--- src/rtl/multicycle_alu.sv ---
// multicycle_alu: clocked ALU with a valid/ready handshake on both sides.
// Single-cycle ops (FWD/ADD/AND/OR/SUB/SLL/SRL) register their result on
// the accept edge. MUL runs an LSB-first shift-add over WIDTH cycles.
// Ports:
//   CLK, RESET_N              clock, async active-low reset
//   IN_VALID/IN_READY         operand handshake (IN_READY comb. from OUT_READY)
//   DATA1, DATA2, SELECT      operands and op code (DATA2 = shift amount)
//   OUT_VALID/OUT_READY       result handshake
//   RESULT, ZERO, CARRY       registered result and flags
//   BUSY                      multiply iterating
module multicycle_alu #(
  parameter  int WIDTH = 8,
  localparam int SHW   = $clog2(WIDTH)
) (
  input  logic             CLK,
  input  logic             RESET_N,
  input  logic             IN_VALID,
  output logic             IN_READY,
  input  logic [WIDTH-1:0] DATA1,
  input  logic [WIDTH-1:0] DATA2,
  input  logic [2:0]       SELECT,
  output logic             OUT_VALID,
  input  logic             OUT_READY,
  output logic [WIDTH-1:0] RESULT,
  output logic             ZERO,
  output logic             CARRY,
  output logic             BUSY
);
  localparam int CW = SHW + 1;  // counter must hold the value WIDTH

  typedef enum logic [1:0] {S_IDLE, S_EXEC, S_DONE} state_t;

  state_t               state_q, state_d;
  logic [WIDTH-1:0]     result_q, result_d;
  logic                 zero_q, zero_d;
  logic                 carry_q, carry_d;
  logic [2*WIDTH-1:0]   mcand_q, mcand_d;
  logic [WIDTH-1:0]     mplier_q, mplier_d;
  logic [2*WIDTH-1:0]   acc_q, acc_d;
  logic [CW-1:0]        cnt_q, cnt_d;

  logic                 accept;
  logic [WIDTH:0]       sum, diff;
  logic [WIDTH-1:0]     alu_res;
  logic                 alu_c;
  logic [2*WIDTH-1:0]   acc_nxt;

  assign IN_READY  = (state_q == S_IDLE) | ((state_q == S_DONE) & OUT_READY);
  assign accept    = IN_VALID & IN_READY;
  assign OUT_VALID = (state_q == S_DONE);
  assign BUSY      = (state_q == S_EXEC);
  assign RESULT    = result_q;
  assign ZERO      = zero_q;
  assign CARRY     = carry_q;

  // Single-cycle datapath; the extra MSB of diff is the unsigned borrow.
  always_comb begin
    sum     = {1'b0, DATA1} + {1'b0, DATA2};
    diff    = {1'b0, DATA1} - {1'b0, DATA2};
    alu_res = DATA2;
    alu_c   = 1'b0;
    case (SELECT)
      3'b000: alu_res = DATA2;
      3'b001: begin alu_res = sum[WIDTH-1:0];  alu_c = sum[WIDTH];  end
      3'b010: alu_res = DATA1 & DATA2;
      3'b011: alu_res = DATA1 | DATA2;
      3'b100: begin alu_res = diff[WIDTH-1:0]; alu_c = diff[WIDTH]; end
      3'b101: alu_res = DATA1 << DATA2[SHW-1:0];
      3'b110: alu_res = DATA1 >> DATA2[SHW-1:0];
      default: alu_res = DATA2;
    endcase
  end

  always_comb begin
    state_d  = state_q;
    result_d = result_q;
    zero_d   = zero_q;
    carry_d  = carry_q;
    mcand_d  = mcand_q;
    mplier_d = mplier_q;
    acc_d    = acc_q;
    cnt_d    = cnt_q;
    acc_nxt  = acc_q + (mplier_q[0] ? mcand_q : '0);

    case (state_q)
      S_EXEC: begin
        acc_d    = acc_nxt;
        mcand_d  = mcand_q << 1;
        mplier_d = mplier_q >> 1;
        cnt_d    = cnt_q - CW'(1);
        // Last iteration: publish straight from the final partial sum.
        if (cnt_q == CW'(1)) begin
          state_d  = S_DONE;
          result_d = acc_nxt[WIDTH-1:0];
          zero_d   = (acc_nxt[WIDTH-1:0] == '0);
          carry_d  = |acc_nxt[2*WIDTH-1:WIDTH];
        end
      end
      S_DONE: if (OUT_READY) state_d = S_IDLE;
      default: ;
    endcase

    // Accept overrides the DONE->IDLE drain so ops stream one per cycle.
    if (accept) begin
      if (SELECT == 3'b111) begin
        state_d  = S_EXEC;
        mcand_d  = {{WIDTH{1'b0}}, DATA1};
        mplier_d = DATA2;
        acc_d    = '0;
        cnt_d    = CW'(WIDTH);
      end else begin
        state_d  = S_DONE;
        result_d = alu_res;
        zero_d   = (alu_res == '0);
        carry_d  = alu_c;
      end
    end
  end

  always_ff @(posedge CLK or negedge RESET_N) begin
    if (!RESET_N) begin
      state_q  <= S_IDLE;
      result_q <= '0;
      zero_q   <= 1'b0;
      carry_q  <= 1'b0;
      mcand_q  <= '0;
      mplier_q <= '0;
      acc_q    <= '0;
      cnt_q    <= '0;
    end else begin
      state_q  <= state_d;
      result_q <= result_d;
      zero_q   <= zero_d;
      carry_q  <= carry_d;
      mcand_q  <= mcand_d;
      mplier_q <= mplier_d;
      acc_q    <= acc_d;
      cnt_q    <= cnt_d;
    end
  end
endmodule
--- config.mk ---
export PLATFORM = sky130hd
export DESIGN_NAME = multicycle_alu
export DESIGN_NICKNAME = d
export VERILOG_FILES = /design/src/rtl/multicycle_alu.sv
export SDC_FILE = /design/constraint.sdc
export NUM_CORES = 1
export LEC_CHECK = 0
export ABC_AREA = 0
export ABC_CLOCK_PERIOD_IN_PS = 5000
export BUFFER_PORTS_ARGS = -buffer_cell sky130_fd_sc_hd__buf_2
export CORE_MARGIN = 8
export CORE_UTILIZATION = 30
export DETAILED_ROUTE_END_ITERATION = 10
export SYNTH_ARGS = -nofsm -noshare
export SYNTH_HDL_FRONTEND = slang
export SYNTH_SLANG_ARGS = --single-unit
--- constraint.sdc ---
create_clock -name CLK -period 5 [get_ports CLK]
set_input_delay 0.5 -clock CLK [delete_from_list [all_inputs] [get_ports CLK]]
set_output_delay 0.5 -clock CLK [all_outputs]
set_load 0.01 [all_outputs]
Word level (Yosys, flattened, before mapping)
Index checks and enable logic that the tools add are counted.
{"block": "classes", "n_addsub": 4, "n_eq_ne": 12, "shift": 2, "mux": 32, "n_bitwise": 5, "reduce_logical": 6}
{"cell": "$mux W16", "n": 7}
{"cell": "$mux W8", "n": 7}
{"cell": "$pmux W8 S6", "n": 1}
{"cell": "$add A16 B16 Y16", "n": 1}
{"cell": "$logic_not A8 Y1", "n": 2}
{"cell": "$eq A3 B3 Y1 const B", "n": 4}
{"cell": "$mux W4", "n": 3}
{"cell": "$add A8 B8 Y9", "n": 1}
{"cell": "$sub A8 B8 Y9", "n": 1}
{"cell": "$and A8 B8 Y8", "n": 1}
{"cell": "$mux W1", "n": 8}
{"cell": "$mux W2", "n": 4}
{"cell": "$or A8 B8 Y8", "n": 1}
{"cell": "$reduce_or A8 Y1", "n": 1}
{"cell": "$shl A8 B3 Y8", "n": 1}
{"cell": "$shr A8 B3 Y8", "n": 1}
{"cell": "$eq A3 B2 Y1 const B", "n": 2}
{"cell": "$ne A3 B1 Y1 const B", "n": 2}
{"cell": "$eq A4 B1 Y1 const B", "n": 1}
{"cell": "$pmux W2 S2", "n": 1}
{"cell": "$sub A4 B1 Y4 const B", "n": 1}
{"cell": "$eq A3 B1 Y1 const B", "n": 1}
{"cell": "$reduce_and A3 Y1", "n": 1}
{"cell": "$reduce_bool A3 Y1", "n": 1}
{"cell": "6 further kinds", "n": 7}
{"block": "totals", "register_bits": 56, "inputBits": 23, "output_inout_bits": 13, "elab_cells": 69}

Logic depth before layout (Yosys ltp)
Gate-level depths: netlist (run 1).
{"block": "depth", "depth_word": 7, "depth_mapped": 11, "ltp_nobuf": 11}

Worst setup path after synthesis (run 1)
OpenSTA, ideal clock, no wires.
{"block": "synth_path", "path_kind": "reg2reg", "startpoint": "reg mplier_q[0]", "endpoint": "reg carry_q, in the netlist CARRY", "setup_time_ns": 0.132, "arrival_ns": 2.888, "slack_ns": 1.980, "stages_incl_launch_ff": 12, "period_less_slack_ns": 3.020, "cell_sequence": "dfrtp_1 > clkbuf_1 > and2_1 > fa_1 > a21o_1 > a311o_1 > a21oi_2 > o21bai_1 > xor2_2 > or4_4 > nor4_2 > a31oi_1"}
{"block": "synth_between", "elab_chain_len": 7}
{"element": "start, declared", "line": "38", "rtl": "logic [WIDTH-1:0] mplier_q, mplier_d;"}
{"element": "start signal, assigned", "line": "136", "rtl": "mplier_q <= mplier_d;"}
{"element": "$mux W16 *", "line": "83", "rtl": "acc_nxt = acc_q + (mplier_q[0] ? mcand_q : '0);"}
{"element": "$add A16 B16 Y16 *", "line": "83"}
{"element": "$reduce_or A8 Y1 *", "line": "96", "rtl": "carry_d = |acc_nxt[2*WIDTH-1:WIDTH];"}
{"element": "$mux W1 *", "line": "92", "rtl": "if (cnt_q == CW'(1)) begin"}
{"element": "$mux W1 *", "line": "85", "rtl": "case (state_q)"}
{"element": "$mux W1", "line": "105", "rtl": "if (SELECT == 3'b111) begin"}
{"element": "$mux W1 *", "line": "104", "rtl": "if (accept) begin"}
{"element": "via carry_d", "line": "36", "rtl": "logic carry_q, carry_d;"}
{"element": "end signal, assigned", "line": "134", "rtl": "carry_q <= carry_d;"}
{"element": "end, declared", "line": "36"}
Mark *: on every way through the listed nets, which the timed path passes. The rest lies on a longest branch.
A chain may end at the register's enable or synchronous reset.

Worst setup path in the final report (run 1)
Same ends and word-level chain as after synthesis.

==> results by group, run 1 <==
Cells and area
  – Most frequent standard cell in the layout excluding fill and tap cells: sky130_fd_sc_hd__nand2_1
  – Post-Route Utilization: 33.4%
  – Share of post-route cells with drive strength above 1: 10.4%
  – FILL cells: 1757
  – Antenna cells: 0
  – Synth-to-layout area growth: 10.7%
  – Nets: 667
  – Most used cells in the layout excluding fill and tap cells: sky130_fd_sc_hd__nand2_1, sky130_fd_sc_hd__nor2_1, sky130_fd_sc_hd__dfrtp_1, sky130_fd_sc_hd__ha_1, sky130_fd_sc_hd__mux2i_1

STA
  – Final period utilization: 67.1%
  – Setup repair after global routing missed its margin: false
  – Max-slew headroom at the worst pin: 27.2%
  – Fmax: 298 MHz
  – Final Max Tran Viols: 0
  – Setup-failing EPs final: 0
  – Slew at the pin closest to its max-slew limit: 1.09 ns
  – Layout Skew: 0.00730 ns
  – Number of hold violations in the final report: 0
  – Final period demand of the worst path: 3.36 ns
  – Total negative slack for setup checks: 0 ns

Synthesis
  – Yosys cell types: 65
  – Number of synthesized register bits: 56
  – Post-synth ARST share: 100%
  – Ranking of synthesized cells by area: sky130_fd_sc_hd__dfrtp_1, sky130_fd_sc_hd__ha_1, sky130_fd_sc_hd__mux2i_1
  – Post-Synthesis Net Count: 649
  – Post-synthesis sequential area ratio: 28.4%
  – Top cell type by total area after synthesis: sky130_fd_sc_hd__dfrtp_1
  – Number of warnings issued by yosys: 0
  – Main synth FF type: sky130_fd_sc_hd__dfrtp_1
  – Post-synth EDFFs: 0
  – Area share of the leading cell type in the synthesized netlist: 28.4%
  – Cell count after synthesis: 577
  – Combined area of all synthesized cells: 4930 sq um
  – Synth Area per Inst: 8.55 sq um

Global route
  – Global router's overall resource usage: 13.0%
  – Pin count of the biggest net entering global routing: 57
  – Initial antenna violation count: 0
  – Leftover overflow at the end of global routing: 0
  – Number of global-route vias before repair: 4192
  – Global-route wire length before repair: 21.6 mm

Placement
  – Gpl congestion: 0.922
  – Count of buffers from port buffering: 35
  – Final HPWL from detailed placement: 9.81 mm

Clock tree
  – Clk Tree Root Cell: sky130_fd_sc_hd__clkbuf_16
  – Number of buffers inserted during clock tree synthesis: 5
  – Count of instances resized after the clock tree is built: 0
  – CTS clock-pin slew for the worst setup and hold paths: 0.07 ns
  – Maximum buffer depth of the clock tree: 2
  – Insertion delay of the later-clocked pin in the worst-skew pair: 0.29 ns
  – Setup Buffers After CTS: 0
  – CTS tree: yes
  – Count of hold buffers inserted by post-cts repair: 0
  – Num Clock Sinks: 56
  – Htree depth: 2

Power and ir drop
  – Areal power density over the cells: 189 nW/um^2
  – VDD IR max: 0.114 mV
  – Reported leakage power: 2.09 nW

Routing
  – Wire length per cell after detailed routing: 16.3 microns
  – Wire length on met3: 648 microns
  – Antenna Violating Nets Remaining: 0
  – Routed length on met1: 6.28 mm
  – Iteration-0 DRC count of the detailed router: 376
  – DRC violations left: 0
  – Number of iterations in the first detailed-routing pass: 5
  – Wire length on met2: 6.16 mm
  – Mean number of vias per cell: 5.23
  – Total wire length: 13.3 mm
  – Overall via count from detail_route: 4261
  – Uppermost signal routing layer after detailed routing: met4

Critical path
  – Critical path arrival: 3.52 ns
  – Crit path kind: reg -> reg
  – R2R Path Start: mplier_q[0]
  – Nature of the critical path endpoint: flop
  – Element type at the critical path start: flop
  – Worst Path Required: 5.17 ns
  – Maximum fanout along the worst path: 17
  – First element of the critical path: mplier_q[0]

Floorplanning
  – Die boundary width: 144 microns
  – Core region area: 16300 sq um
  – Top-level I/O count: 36
  – Die Area: 20800 sq um
  – Standard-cell rows: 47
  – Vert. Die Dim: 144 microns
  – Starting density of the core: 30.2%

Job
  – Max cap viols: 0

Worst hold path
  – Worst min-delay path category: in -> async

Run status
  – Run status: completed
==> cells in the mapped netlist, types with 2 or more instances <==
| cell | number |
|---|---|
| sky130_fd_sc_hd__nand2_1 | 61 |
| sky130_fd_sc_hd__nor2_1 | 61 |
| sky130_fd_sc_hd__dfrtp_1 | 56 |
| sky130_fd_sc_hd__ha_1 | 46 |
| sky130_fd_sc_hd__mux2i_1 | 43 |
| sky130_fd_sc_hd__o21ai_0 | 39 |
| sky130_fd_sc_hd__a21oi_1 | 34 |
| sky130_fd_sc_hd__inv_1 | 34 |
| sky130_fd_sc_hd__and2_1 | 18 |
| sky130_fd_sc_hd__clkbuf_1 | 18 |
| sky130_fd_sc_hd__nor3_1 | 15 |
| sky130_fd_sc_hd__xnor2_1 | 10 |
| sky130_fd_sc_hd__a21o_1 | 9 |
| sky130_fd_sc_hd__a31oi_1 | 9 |
| sky130_fd_sc_hd__a211oi_1 | 8 |
| sky130_fd_sc_hd__mux4_2 | 7 |
| sky130_fd_sc_hd__a221oi_1 | 6 |
| sky130_fd_sc_hd__buf_2 | 6 |
| sky130_fd_sc_hd__nand2b_1 | 5 |
| sky130_fd_sc_hd__nand3_1 | 5 |
| sky130_fd_sc_hd__nor2b_1 | 5 |
| sky130_fd_sc_hd__o22ai_1 | 5 |
| sky130_fd_sc_hd__xor2_1 | 5 |
| sky130_fd_sc_hd__and3_1 | 4 |
| sky130_fd_sc_hd__nand3b_1 | 4 |
| sky130_fd_sc_hd__o31ai_1 | 4 |
| sky130_fd_sc_hd__a2111oi_0 | 3 |
| sky130_fd_sc_hd__a221o_1 | 3 |
| sky130_fd_sc_hd__a31o_2 | 3 |
| sky130_fd_sc_hd__fa_1 | 3 |
| sky130_fd_sc_hd__o21bai_1 | 3 |
| sky130_fd_sc_hd__o22a_1 | 3 |
| sky130_fd_sc_hd__a211o_1 | 2 |
| sky130_fd_sc_hd__a2bb2oi_1 | 2 |
| sky130_fd_sc_hd__buf_1 | 2 |
| sky130_fd_sc_hd__o211ai_1 | 2 |
| sky130_fd_sc_hd__o21a_1 | 2 |
| sky130_fd_sc_hd__o32a_1 | 2 |
| sky130_fd_sc_hd__o32ai_1 | 2 |
| sky130_fd_sc_hd__o41a_1 | 2 |
| sky130_fd_sc_hd__or3_1 | 2 |
==> worst paths after layout <==
check | end | slack, ns | cells past startpoint
min in group CLK | mplier_q[4] | 0.49 | 3
hold / removal | state_q[1] | 0.35 | 2
max in group asynchronous | ZERO | 4.18 | 2
setup reg to reg | CARRY | 1.64 | 11
hold reg to reg | acc_q[0] | 0.53 | 2
setup / recovery | CARRY | 1.64 | 11
==> per-layer routing <==
| layer | track usage (%) | vias to the layer above |
|---|---|---|
| met5 | 0 | - |
| met4 | 3.89 | 0 |
| met1 | 17.6 | 2019 |
| met3 | 1.42 | 10 |
| li1 | - | 2109 |
| met2 | 21.2 | 123 |
==> per-stage QoR <==
stage / total power [W] / setup WS, ns / cell area [sq um] / hold WS [ns] / instances
2_1_floorplan: 0.000585 / 1.98 / 4930 / 0.204 / 577
3_3_place_gp: 0.000649 / 1.74 / 5300 / 0.505 / 808
3_5_place_dp: 0.000649 / 1.68 / 5300 / 0.521 / 808
4_1_cts: 0.00104 / 1.66 / 5460 / 0.361 / 814
5_1_grt: 0.00108 / 1.48 / 5460 / 0.423 / 814
6_report: 0.00103 / 1.64 / 5460 / 0.345 / 814
==> layout make-up <==
cell class | count | area (sq um) | area share, %
Multi-Input combinational cell | 460 | 3310 | 60.6
Sequential cell | 56 | 1400 | 25.7
Tap cell | 220 | 275 | 5.04
Timing Repair Buffer | 37 | 190 | 3.48
Inverter | 35 | 131 | 2.41
Clock buffer | 5 | 125 | 2.29
Clock inverter | 1 | 30.0 | 0.550
==> critical path, cell delays in order (launching register included) <==
cell and delay [ns]:
sky130_fd_sc_hd__dfrtp_1 0.52, sky130_fd_sc_hd__and2_1 0.21, sky130_fd_sc_hd__ha_1 0.20, sky130_fd_sc_hd__fa_1 0.41, sky130_fd_sc_hd__a21o_1 0.23, sky130_fd_sc_hd__a311o_1 0.39, sky130_fd_sc_hd__a21oi_2 0.20, sky130_fd_sc_hd__o21ai_1 0.11
sky130_fd_sc_hd__xor2_1 0.16, sky130_fd_sc_hd__or4_4 0.54, sky130_fd_sc_hd__nor4_2 0.15, sky130_fd_sc_hd__a31oi_1 0.11
==> registers in the layout, indices dropped and copies added (netlist names) <==
name and cells:
RESULT 8, mcand_q 16, CARRY 1, state_q 2
acc_q 16, cnt_q 4, mplier_q 8, ZERO 1
==> kinds of logic (layout without fill, tap and decap cells) <==
logic type	count (synthesis)	count (layout)	synth area share [%]
mux	51	51	12.1
flops	56	56	28.4
buf+inv	61	78	4.79
simple gates	187	187	17.5
compound gates	157	157	21.3
xor+xnor	16	16	2.99
fa+ha+maj	49	49	12.9
==> power by group <==
group          internal (W)  switching, W  leakage (nW)
sequential         0.000453             0         0.537
combinational     0.0000705      0.000120          1.48
clock              0.000231      0.000156        0.0757
Power figures use the tool's default switching activity.
==> inputs of run 2 (changes only) <==
--- a/config.mk
+++ b/config.mk
@@ -6,7 +6,7 @@
 export NUM_CORES = 1
 export LEC_CHECK = 0
 export ABC_AREA = 0
-export ABC_CLOCK_PERIOD_IN_PS = 5000
+export ABC_CLOCK_PERIOD_IN_PS = 3100
 export BUFFER_PORTS_ARGS = -buffer_cell sky130_fd_sc_hd__buf_2
 export CORE_MARGIN = 8
 export CORE_UTILIZATION = 30
==> constraint.sdc (replaced) <==
create_clock -name CLK -period 3.1 [get_ports CLK]
set_input_delay 0.31 -clock CLK [delete_from_list [all_inputs] [get_ports CLK]]
set_output_delay 0.31 -clock CLK [all_outputs]
set_load 0.01 [all_outputs]
==> results by group, run 2 (same netlist as run 1, synthesis figures left out) <==
Floorplanning
  – Die Area: 20800 sq um
  – Core region area: 16300 sq um
  – Top-level I/O count: 36
  – Starting density of the core: 30.2%
  – Die boundary width: 144 microns
  – Vert. Die Dim: 144 microns
  – Standard-cell rows: 47

Placement
  – Final HPWL from detailed placement: 10.2 mm
  – Placed standard-cell area: 5460 sq um
  – Count of buffers from port buffering: 35
  – Gpl congestion: 0.949

Power and ir drop
  – Reported leakage power: 2.23 nW
  – VDD IR max: 0.197 mV
  – Areal power density over the cells: 288 nW/um^2

STA
  – Layout Skew: 0.00581 ns
  – Final period demand of the worst path: 3.08 ns
  – Number of hold violations in the final report: 0
  – Setup-failing EPs final: 0
  – Total negative slack for setup checks: 0 ns
  – Fmax: 325 MHz
  – Max-slew headroom at the worst pin: 31.7%
  – Slew at the pin closest to its max-slew limit: 1.02 ns
  – Final Max Tran Viols: 0
  – Min Hold Slack: 0.178 ns
  – Setup repair after global routing missed its margin: true
  – Final period utilization: 99.4%

Clock tree
  – Maximum buffer depth of the clock tree: 2
  – Number of buffers inserted during clock tree synthesis: 5
  – CTS clock-pin slew for the worst setup and hold paths: 0.07 ns
  – Num Clock Sinks: 56
  – Htree depth: 2
  – Count of hold buffers inserted by post-cts repair: 0
  – Clk Tree Root Cell: sky130_fd_sc_hd__clkbuf_16
  – CTS tree: yes
  – Insertion delay of the later-clocked pin in the worst-skew pair: 0.30 ns

Cells and area
  – Nets: 693
  – Regs by FF count: acc_q: 16 flops, mcand_q: 16 flops
  – Antenna cells: 0
  – Share of post-route cells with drive strength above 1: 15.1%
  – Most used cells in the layout excluding fill and tap cells: sky130_fd_sc_hd__nand2_1, sky130_fd_sc_hd__nor2_1, sky130_fd_sc_hd__dfrtp_1, sky130_fd_sc_hd__ha_1, sky130_fd_sc_hd__mux2i_1
  – Synth-to-layout area growth: 15.0%
  – Final design instance area without fill: 5670 sq um
  – Most frequent standard cell in the layout excluding fill and tap cells: sky130_fd_sc_hd__nand2_1

Worst hold path
  – Worst min-delay path category: in -> async

Global route
  – Initial antenna violation count: 0
  – Leftover overflow at the end of global routing: 0
  – Global-route wire length before repair: 21.7 mm
  – Pin count of the biggest net entering global routing: 45
  – Number of global-route vias before repair: 4090
  – Global router's overall resource usage: 13.1%

Critical path
  – Crit path largest cell delay: 0.55 ns
  – Crit path max-delay family: compound AO/OA/AOI/OAI gates
  – Worst Reg2Reg Path Length in Cells: 11
  – Cells along the critical path: and2_1 -> ha_2 -> fa_2 -> a21o_1 -> a311o_1 -> a21oi_2 -> o21ai_1 -> xor2_1 -> or4_4 -> nor4_4 -> a31oi_1
  – Critical path arrival: 3.25 ns
  – Maximum fanout along the worst path: 3
  – Element type at the critical path start: flop
  – Critical Path Slowest Stage Cell: sky130_fd_sc_hd__or4_4
  – Crit path kind: reg -> reg
  – Nature of the critical path endpoint: flop
  – Worst Path Required: 3.27 ns
  – Total stage count of the critical path: 11
  – Worst path buffer plus inverter count: 0

Routing
  – Total wire length: 13.7 mm
  – Iteration-0 DRC count of the detailed router: 444
  – Antenna Violating Nets Remaining: 0
  – Number of iterations in the first detailed-routing pass: 5
  – Wire length per cell after detailed routing: 16.3 microns
  – Mean number of vias per cell: 5.22
  – DRC violations left: 0
  – Overall via count from detail_route: 4395

Run status
  – Run status: completed

Job
  – Max cap viols: 0
-- run 2: layer usage --
metal	up-vias	global-route usage, %	part of all wire, %
li1	2157	-	-
met1	2102	17.5	47
met5	-	0	0
met4	0	4.38	1.9
met3	14	2.34	4.4
met2	122	21.0	47
-- run 2: area by class of cell --
class / count / area (sq um)
tap: 220 / 275
clock buffer: 6 / 139
timing repair buffer: 63 / 385
multi-input combinational: 460 / 3330
sequential: 56 / 1400
inverter: 35 / 131
fill: 1741 / 10700
clock inverter: 2 / 10.0
-- run 2: path summary, 6_finish.rpt --
| check | from | endpoint | slack, ns |
|---|---|---|---|
| min reg2reg | mplier_q[7] | mplier_q[7] | 0.52 |
| max reg2reg | mcand_q[0] | CARRY | 0.02 |
| max in group asynchronous | RESET_N | ZERO | 2.21 |
| max | mcand_q[0] | CARRY | 0.02 |
| min in group CLK | DATA2[6] | mplier_q[6] | 0.29 |
| min | RESET_N | state_q[1] | 0.18 |
-- run 2: power breakdown --
group          internal (W)  total (W)  switching [W]  leakage (nW)
combinational      0.000122   0.000319       0.000197          1.62
sequential         0.000730   0.000730              0         0.537
clock              0.000319   0.000583       0.000264        0.0766
total               0.00117    0.00163       0.000461          2.23
-- run 2: timing repair --
item,4_1_cts,5_1_grt
setup buffers,0,5
endpoints found under the setup margin,1,4
resized for setup,1,6
gates cloned,0,0
pin swaps,3,10
-- run 2: stage by stage --
| step | std cells | setup slack [ns] | total power, W | utilization [%] |
|---|---|---|---|---|
| 2_1_floorplan | 577 | 0.0801 | 0.000943 | - |
| 3_3_place_gp | 829 | 0.00317 | 0.00106 | 33.4 |
| 3_5_place_dp | 829 | -0.0655 | 0.00106 | 33.4 |
| 4_1_cts | 837 | 0.00620 | 0.00164 | 34.3 |
| 5_1_grt | 842 | -0.0968 | 0.00171 | 34.7 |
| 6_report | 842 | 0.0194 | 0.00163 | 34.7 |
==> inputs of run 3 (changes only) <==
--- a/config.mk
+++ b/config.mk
@@ -6,7 +6,7 @@
 export NUM_CORES = 1
 export LEC_CHECK = 0
 export ABC_AREA = 0
-export ABC_CLOCK_PERIOD_IN_PS = 3100
+export ABC_CLOCK_PERIOD_IN_PS = 3400
 export BUFFER_PORTS_ARGS = -buffer_cell sky130_fd_sc_hd__buf_2
 export CORE_MARGIN = 8
 export CORE_UTILIZATION = 30
==> constraint.sdc (replaced) <==
create_clock -name CLK -period 3.4 [get_ports CLK]
set_input_delay 0.34 -clock CLK [delete_from_list [all_inputs] [get_ports CLK]]
set_output_delay 0.34 -clock CLK [all_outputs]
set_load 0.01 [all_outputs]
==> results by group, run 3 (same netlist as run 1, synthesis figures left out) <==
Run status
  – Run status: completed

Floorplanning
  – Die boundary width: 144 microns
  – Standard-cell rows: 47
  – Starting density of the core: 30.2%
  – Top-level I/O count: 36
  – Core region area: 16300 sq um
  – Vert. Die Dim: 144 microns
  – Die Area: 20800 sq um

Placement
  – Count of buffers from port buffering: 35
  – Final HPWL from detailed placement: 10.1 mm
  – Placed Cells incl. Taps: 818
  – Placed standard-cell area: 5380 sq um
  – Gpl congestion: 0.912

STA
  – Total negative slack for setup checks: 0 ns
  – Final period demand of the worst path: 3.23 ns
  – Setup repair after global routing missed its margin: false
  – Min Hold Slack: 0.187 ns
  – Setup-failing EPs final: 0
  – Final Max Tran Viols: 0
  – Final period utilization: 95.0%
  – Number of hold violations in the final report: 0
  – Fmax: 309 MHz
  – Max-slew headroom at the worst pin: 37.9%
  – Slew at the pin closest to its max-slew limit: 0.931 ns
  – Layout Skew: 0.00412 ns

Power and ir drop
  – Clock network power share: 35.8%
  – Switching share of power: 28.0%
  – Final Power: 0.00148 W
  – Areal power density over the cells: 267 nW/um^2
  – Reported leakage power: 2.14 nW
  – Net switching power of the design: 0.000413 W
  – Logic pwr share: 19.1%
  – Sequential cell fraction of total power: 45.1%
  – Internal power contribution: 0.00106 W
  – VDD IR max: 0.167 mV

Global route
  – Global router's overall resource usage: 13.0%
  – Global-route wire length before repair: 21.7 mm
  – Number of global-route vias before repair: 4179
  – Leftover overflow at the end of global routing: 0
  – Initial antenna violation count: 0
  – Pin count of the biggest net entering global routing: 49

Cells and area
  – Final design instance area without fill: 5530 sq um
  – FILL cells: 1780
  – Register cell area after layout: 1400 sq um
  – Share of post-route cells with drive strength above 1: 12.2%
  – Most used cells in the layout excluding fill and tap cells: sky130_fd_sc_hd__nand2_1, sky130_fd_sc_hd__nor2_1, sky130_fd_sc_hd__dfrtp_1, sky130_fd_sc_hd__ha_1, sky130_fd_sc_hd__mux2i_1
  – Final cell count without fillers: 826
  – Synth-to-layout area growth: 12.0%
  – Regs by FF count: acc_q: 16 flops, mcand_q: 16 flops
  – Nets: 677
  – Total area of multi-input combinational cells: 3310 sq um
  – Antenna cells: 0
  – Most frequent standard cell in the layout excluding fill and tap cells: sky130_fd_sc_hd__nand2_1

Worst hold path
  – Worst min-delay path category: in -> async

Routing
  – Mean number of vias per cell: 5.19
  – Total wire length: 13.3 mm
  – Number of iterations in the first detailed-routing pass: 5
  – Antenna Violating Nets Remaining: 0
  – Overall via count from detail_route: 4289
  – Wire length per cell after detailed routing: 16.1 microns
  – DRC violations left: 0
  – Iteration-0 DRC count of the detailed router: 414

Clock tree
  – Insertion delay of the later-clocked pin in the worst-skew pair: 0.29 ns
  – Setup Buffers After CTS: 0
  – Maximum buffer depth of the clock tree: 2
  – Number of buffers inserted during clock tree synthesis: 5
  – Clk Tree Root Cell: sky130_fd_sc_hd__clkbuf_16
  – CTS tree: yes
  – CTS clock-pin slew for the worst setup and hold paths: 0.07 ns
  – Count of instances resized after the clock tree is built: 0
  – Count of hold buffers inserted by post-cts repair: 0
  – Num Clock Sinks: 56
  – Htree depth: 2

Critical path
  – Nature of the critical path endpoint: flop
  – Critical path arrival: 3.39 ns
  – Element type at the critical path start: flop
  – Worst Reg2Reg Path Length in Cells: 11
  – Maximum fanout along the worst path: 6
  – Crit path kind: reg -> reg
  – Worst Path Required: 3.56 ns

Job
  – Max cap viols: 0
run 3: critical path, stage by stage, from the launching register on:
cell and delay [ns]:
sky130_fd_sc_hd__dfrtp_1 0.43, sky130_fd_sc_hd__and2_1 0.16, sky130_fd_sc_hd__ha_1 0.20, sky130_fd_sc_hd__fa_1 0.41, sky130_fd_sc_hd__a21o_1 0.22, sky130_fd_sc_hd__a311o_1 0.39, sky130_fd_sc_hd__a21oi_2 0.19, sky130_fd_sc_hd__o21bai_1 0.14
sky130_fd_sc_hd__xor2_2 0.17, sky130_fd_sc_hd__or4_4 0.52, sky130_fd_sc_hd__nor4_2 0.15, sky130_fd_sc_hd__a31oi_1 0.12
run 3: layout make-up:
| type | count | share of cell area [%] |
|---|---|---|
| clock inverter | 2 | 0.181 |
| inverter | 35 | 2.38 |
| sequential | 56 | 25.4 |
| multi-input combinational | 460 | 59.8 |
| timing repair buffer | 47 | 4.80 |
| clock buffer | 6 | 2.51 |
| tap | 220 | 4.98 |
run 3: worst paths after layout:
| path | start | to | slack [ns] |
|---|---|---|---|
| setup / recovery | mplier_q[0] | CARRY | 0.17 |
| hold / removal | RESET_N | state_q[1] | 0.19 |
| setup reg to reg | mplier_q[0] | CARRY | 0.17 |
| hold reg to reg | mplier_q[7] | mplier_q[7] | 0.53 |
| max in group asynchronous | RESET_N | ZERO | 2.44 |
| min in group CLK | DATA2[4] | mplier_q[4] | 0.34 |
run 3: layer usage:
layer | GRT usage (%) | vias to the layer above | share of wire, %
li1 | - | 2127 | -
met1 | 17.5 | 2046 | 47
met2 | 21.4 | 100 | 48
met3 | 1.65 | 16 | 3.7
met4 | 3.72 | 0 | 1.5
met5 | 0 | - | 0
run 3: per-stage QoR:
step                      util [%]  setup WS [ns]
after detailed placement      32.9          0.204
after CTS                     33.8          0.165
after floorplan                  -          0.380
after global placement        32.9          0.271
after global routing          33.8         0.0476
final                         33.8          0.169
run 3: power by group through the flow:
stage / combinational, W / clock [W] / sequential [W]
2_1_floorplan: 0.000181 / 0 / 0.000679
3_3_place_gp: 0.000277 / 0 / 0.000679
3_5_place_dp: 0.000278 / 0 / 0.000679
4_1_cts: 0.000279 / 0.000541 / 0.000665
5_1_grt: 0.000312 / 0.000562 / 0.000665
6_report: 0.000282 / 0.000528 / 0.000666
